<file path="src/rtl/program_loader.sv">
// Framed byte-stream loader: assembles little-endian words into instruction memory
// and holds the CPU core in reset until a frame completes with a matching checksum.
module program_loader #(
  parameter logic [31:0] BASE_ADDR      = 32'h0000_0000,
  parameter int unsigned MAX_WORDS      = 1024,
  parameter int unsigned TIMEOUT_CYCLES = 100000
) (
  input  logic        clock,
  input  logic        reset,
  input  logic        rx_valid,
  input  logic [7:0]  rx_data,
  output logic        imem_we,
  output logic [31:0] imem_addr,
  output logic [31:0] imem_data,
  output logic        cpu_reset,
  output logic        done,
  output logic        error
);

  localparam logic [7:0] SYNC_BYTE = 8'hA5;

  typedef enum logic [2:0] {
    S_IDLE,
    S_LEN_LO,
    S_LEN_HI,
    S_DATA,
    S_CHECK,
    S_DONE,
    S_ERROR
  } state_e;

  state_e      state_q, state_d;
  logic [15:0] len_q, len_d;
  logic [15:0] idx_q, idx_d;
  logic [1:0]  byte_q, byte_d;
  logic [31:0] word_q, word_d;
  logic [7:0]  chk_q, chk_d;
  logic [31:0] to_q, to_d;
  logic        we_q, we_d;
  logic [31:0] addr_q, addr_d;
  logic [31:0] data_q, data_d;
  logic        cpu_rst_q, cpu_rst_d;
  logic        done_q, done_d;
  logic        err_q, err_d;
  logic        in_frame;

  // Next-state and registered-output logic
  always_comb begin
    state_d   = state_q;
    len_d     = len_q;
    idx_d     = idx_q;
    byte_d    = byte_q;
    word_d    = word_q;
    chk_d     = chk_q;
    to_d      = to_q;
    we_d      = 1'b0;
    addr_d    = addr_q;
    data_d    = data_q;
    cpu_rst_d = cpu_rst_q;
    done_d    = done_q;
    err_d     = err_q;
    in_frame  = (state_q == S_LEN_LO) || (state_q == S_LEN_HI) ||
                (state_q == S_DATA)   || (state_q == S_CHECK);

    if (in_frame) begin
      to_d = rx_valid ? 32'd0 : to_q + 32'd1;
    end

    case (state_q)
      S_IDLE, S_DONE, S_ERROR: begin
        if (rx_valid && rx_data == SYNC_BYTE) begin
          state_d   = S_LEN_LO;
          len_d     = 16'd0;
          idx_d     = 16'd0;
          byte_d    = 2'd0;
          word_d    = 32'd0;
          chk_d     = 8'd0;
          to_d      = 32'd0;
          addr_d    = BASE_ADDR;
          cpu_rst_d = 1'b1;
          done_d    = 1'b0;
          err_d     = 1'b0;
        end
      end
      S_LEN_LO: begin
        if (rx_valid) begin
          len_d   = {len_q[15:8], rx_data};
          state_d = S_LEN_HI;
        end
      end
      S_LEN_HI: begin
        if (rx_valid) begin
          len_d = {rx_data, len_q[7:0]};
          if (32'(len_d) > MAX_WORDS) begin
            state_d = S_ERROR;
            err_d   = 1'b1;
            done_d  = 1'b0;
          end else if (len_d == 16'd0) begin
            state_d = S_CHECK;
          end else begin
            state_d = S_DATA;
          end
        end
      end
      S_DATA: begin
        if (rx_valid) begin
          word_d[{byte_q, 3'b000} +: 8] = rx_data;
          chk_d  = chk_q + rx_data;
          byte_d = byte_q + 2'd1;
          // A word is only committed once its fourth byte arrives
          if (byte_q == 2'd3) begin
            we_d   = 1'b1;
            addr_d = BASE_ADDR + {14'd0, idx_q, 2'b00};
            data_d = word_d;
            idx_d  = idx_q + 16'd1;
            if (idx_q == len_q - 16'd1) begin
              state_d = S_CHECK;
            end
          end
        end
      end
      S_CHECK: begin
        if (rx_valid) begin
          if (rx_data == chk_q) begin
            state_d   = S_DONE;
            done_d    = 1'b1;
            err_d     = 1'b0;
            cpu_rst_d = 1'b0;
          end else begin
            state_d = S_ERROR;
            err_d   = 1'b1;
            done_d  = 1'b0;
          end
        end
      end
      default: state_d = S_IDLE;
    endcase

    // Inter-byte silence inside a frame aborts it
    if (in_frame && !rx_valid && to_d >= TIMEOUT_CYCLES) begin
      state_d   = S_ERROR;
      err_d     = 1'b1;
      done_d    = 1'b0;
      cpu_rst_d = 1'b1;
      to_d      = 32'd0;
    end
  end

  always_ff @(posedge clock) begin
    if (reset) begin
      state_q   <= S_IDLE;
      len_q     <= 16'd0;
      idx_q     <= 16'd0;
      byte_q    <= 2'd0;
      word_q    <= 32'd0;
      chk_q     <= 8'd0;
      to_q      <= 32'd0;
      we_q      <= 1'b0;
      addr_q    <= BASE_ADDR;
      data_q    <= 32'd0;
      cpu_rst_q <= 1'b1;
      done_q    <= 1'b0;
      err_q     <= 1'b0;
    end else begin
      state_q   <= state_d;
      len_q     <= len_d;
      idx_q     <= idx_d;
      byte_q    <= byte_d;
      word_q    <= word_d;
      chk_q     <= chk_d;
      to_q      <= to_d;
      we_q      <= we_d;
      addr_q    <= addr_d;
      data_q    <= data_d;
      cpu_rst_q <= cpu_rst_d;
      done_q    <= done_d;
      err_q     <= err_d;
    end
  end

  assign imem_we   = we_q;
  assign imem_addr = addr_q;
  assign imem_data = data_q;
  assign cpu_reset = cpu_rst_q;
  assign done      = done_q;
  assign error     = err_q;

endmodule

</file>
<file path="config.mk">
export PLATFORM = sky130hd
export DESIGN_NAME = program_loader
export DESIGN_NICKNAME = d
export VERILOG_FILES = /design/src/rtl/program_loader.sv
export SDC_FILE = /design/constraint.sdc
export NUM_CORES = 1
export LEC_CHECK = 0
export CAP_MARGIN = 20
export CORE_UTILIZATION = 58
export CTS_CLUSTER_DIAMETER = 120
export DETAILED_ROUTE_END_ITERATION = 7
export PLACE_DENSITY_LB_ADDON = 0.2
export SYNTH_ARGS = -nofsm -noshare
export SYNTH_HDL_FRONTEND = slang
export SYNTH_SLANG_ARGS = --single-unit
export TNS_END_PERCENT = 1
</file>
<file path="constraint.sdc">
create_clock -name clock -period 3.2 [get_ports clock]
set_input_delay 0.32 -clock clock [delete_from_list [all_inputs] [get_ports clock]]
set_output_delay 0.32 -clock clock [all_outputs]
set_load 0.02 [all_outputs]
</file>
==> impl_metrics.env <==
export IMPL_start_kind="flop"
export IMPL_ys_seq_area_frac=0.372
export IMPL_slowest_delay_ps=520
export IMPL_cts_root_buf="clkbuf_16"
export IMPL_antenna_found_initial=0
export IMPL_fin_worst_skew_ps=10.5
export IMPL_path_class="reg2reg"
export IMPL_grt_max_degree=90
export IMPL_cts_tree="done"
export IMPL_antenna_left=0
export IMPL_power_internal_w=0.00340
export IMPL_grt_pass1_wl_mm=35.3
export IMPL_fp_dieH_um=124
export IMPL_syn_cell_area_um2=8660
export IMPL_layout_common_cells="nor2_1 (164), dfxtp_1 (161), a21oi_1 (66), clkdlybuf4s50_1 (61), xnor2_1 (45)"
export IMPL_dr_pass1_iters=5
export IMPL_syn_to_final_growth_pct=17.0
export IMPL_synth_seq_cells=161
export IMPL_fill_cells=1201
export IMPL_die_x_um=124
export IMPL_ys_async_sr_fraction=0
export IMPL_cts_hold_buffers=0
export IMPL_overflow=0
export IMPL_avgRoutedWirePerCell_um=16.6
export IMPL_synth_simple_area_share=0.280
export IMPL_syn_avg_cell_area_um2=8.15
export IMPL_drive_above_1_share=0.0924
export IMPL_drc=0
export IMPL_rsz0062_at_grt="false"
export IMPL_synth_ff_type="dfxtp_1"
export IMPL_drt_iter0_markers=629
export IMPL_leakage_nw=3.54
export IMPL_dieArea_um2=15400
export IMPL_num_antenna_cells=0
export IMPL_grtUsageTotal=0.294
export IMPL_synthAdderAreaFrac=0.0254
export IMPL_hp_class="in2reg"
export IMPL_slowest_stage="or4_1"
export IMPL_swShare=0.262
export IMPL_cts_path_max_buffers=2
export IMPL_critPathMaxFanout=5
export IMPL_fmax_ghz=0.346
export IMPL_worst_pin_slew_ps=930
export IMPL_period_minus_slack_ps=2890
export IMPL_post_cts_resized=0
export IMPL_ir_drop_mv=0.420
export IMPL_drt_wl_total_mm=21.8
export IMPL_dr_total_vias=7899
export IMPL_tns_ps=0
export IMPL_dp_cells=1278
export IMPL_final_max_slew_viol_count=0
export IMPL_finalNonFillerCells=1310
export IMPL_p_per_area_nw_per_um2=455
export IMPL_synth_edf_count=0
export IMPL_synthXorXnorAreaFrac=0.0698
export IMPL_cts_sinks=161
export IMPL_synthMuxAreaShare=0.0191
export IMPL_grt_pass1_vias=6913
export IMPL_setup_violations=0
export IMPL_clkPwrFrac=0.448
export IMPL_crit_chain="ha_1, nand3_1, or3_4, nor3_2, mux2_2, a2bb2oi_1, o31a_1, or4_1"
export IMPL_synth_top_family_by_area="simple AND/OR/NAND/NOR gates"
export IMPL_worstPathRequired_ps=3490
export IMPL_finalHoldViolations=0
export IMPL_critical_path_arrival_ps=3180
export IMPL_numCtsBuffers=17
export IMPL_synth_compound_area_frac=0.179
export IMPL_yosys_warnings=0
export IMPL_cts_setup_buffers=0
export IMPL_power_frac_comb=0.110
export IMPL_via_per_inst=6.03
export IMPL_nets=1141
export IMPL_clk_pin_slew_ps=60
export IMPL_rows=44
export IMPL_start_util=0.596
export IMPL_clk_latency_ps=430
export IMPL_ios=79
export IMPL_netlist_instances=1062
export IMPL_synthDistinctLibCells=73
export IMPL_design_core_area_um2=14500
export IMPL_outcome="complete, no violations"
export IMPL_htree_levels=4
export IMPL_p_switching_w=0.00121
export IMPL_slew_headroom=0.380
export IMPL_drv_cap=0
export IMPL_layout_commonest_cell="nor2_1"
export IMPL_p_seq_frac=0.441
export IMPL_io_buffer_count=62
export IMPL_gp_congestion=0.901
export IMPL_dp_hpwl_mm=14.6
export IMPL_fin_crit_sh=0.902
export IMPL_cp_end_kind="flop"
through the flow:
| step | hold slack [ps] | instance area (um2) | total power, W | worst slack (ps) | util |
|---|---|---|---|---|---|
| floorplan | 447 | 8720 | 0.00243 | 385 | - |
| detailed placement | 465 | 9510 | 0.00257 | 157 | 0.655 |
| global placement | 455 | 9510 | 0.00257 | 185 | 0.655 |
| CTS | 461 | 10100 | 0.00462 | 182 | 0.696 |
| global route | 503 | 10100 | 0.00476 | 48.0 | 0.697 |
| finish | 482 | 10100 | 0.00461 | 314 | 0.697 |
critical path, delay by kind of cell (launching register included):
kind	cells	cell delay [ps]
AND/OR/NAND/NOR	4	1330
flip-flops	1	400
adder cells (fa/ha/maj)	1	190
AO/OA/AOI/OAI	2	480
multiplexers	1	360
area by class of cell:
class	instances	area, um2	share of cell area
Clock inverter	13	148	0.0146
Sequential cell	161	3220	0.318
Tap cell	184	230	0.0227
Multi-Input combinational cell	809	5050	0.498
Timing Repair Buffer	107	966	0.0954
Inverter	17	63.8	0.00630
Clock buffer	19	453	0.0447
flip-flops by register name, summed over array words and instances (netlist names):
signal,cells
cpu_reset,1
to_q,32
len_q,16
word_q,32
done,1
imem_we,1
chk_q,8
imem_addr,16
imem_data,32
state_q,3
idx_q,16
byte_q,2
error,1
routing by layer:
| metal | track usage | part of all wire |
|---|---|---|
| met5 | 0 | 0 |
| met4 | 0.0878 | 0.011 |
| met3 | 0.0522 | 0.060 |
| met2 | 0.464 | 0.47 |
| met1 | 0.408 | 0.46 |
cell families after synthesis:
logic type / Yosys count
adder cells (fa/ha/maj): 17
flip-flops: 161
AND/OR/NAND/NOR: 467
other: 1
AO/OA/AOI/OAI: 224
buffers and inverters: 107
multiplexers: 16
XOR/XNOR: 69
power groups by stage:
| stage | Sequential (W) | Combinational [W] | Clock, W |
|---|---|---|---|
| after global placement | 0.00208 | 0.000489 | 0 |
| after global routing | 0.00204 | 0.000548 | 0.00217 |
| final | 0.00204 | 0.000508 | 0.00207 |
| after floorplan | 0.00208 | 0.000351 | 0 |
| after detailed placement | 0.00208 | 0.000490 | 0 |
| after CTS | 0.00203 | 0.000497 | 0.00209 |
synthesized netlist by cell type, types with 4 or more instances:
cell         n  area, um2
mux2_2       4       45.0
nor2b_1     35        219
o211ai_1     5       37.5
nand2b_1     7       43.8
a211oi_1    34        255
a31oi_1      6       37.5
buf_1        6       22.5
or2_2        4       25.0
or3_1        9       56.3
o21ai_0     10       50.1
buf_2       11       55.1
nor4b_1      4       35.0
nor4_1      38        238
nor3_1      33        165
clkbuf_1    57        214
nor3b_1      6       45.0
a2111oi_0    4       35.0
dfxtp_1    161       3220
nand4_1     19        119
xor2_1      24        210
and3_1      18        113
o21a_1      27        203
nand2_1     43        161
xnor2_1     45        394
o21bai_1     4       30.0
mux2i_1     12        120
ha_1        16        200
nor2_1     164        616
and2_1      31        194
a21oi_1     67        335
inv_1       16       60.1
nand3_1     28        140
a22oi_1     29        218
buf_4       16        120
or4_1        9       67.6
final timing paths:
path | startpoint | end | slack (ps) | cells past startpoint
setup reg to reg | to_q[0]$_SDFF_PP0_ | cpu_reset$_SDFFE_PP1P_ | 310 | 8
setup / recovery | to_q[0]$_SDFF_PP0_ | cpu_reset$_SDFFE_PP1P_ | 310 | 8
hold / removal | reset | idx_q[6]$_SDFFE_PP0P_ | 480 | 3
hold reg to reg | word_q[17]$_SDFFE_PP0P_ | word_q[17]$_SDFFE_PP0P_ | 480 | 2
No activity file was read; power rests on OpenSTA's default activity.
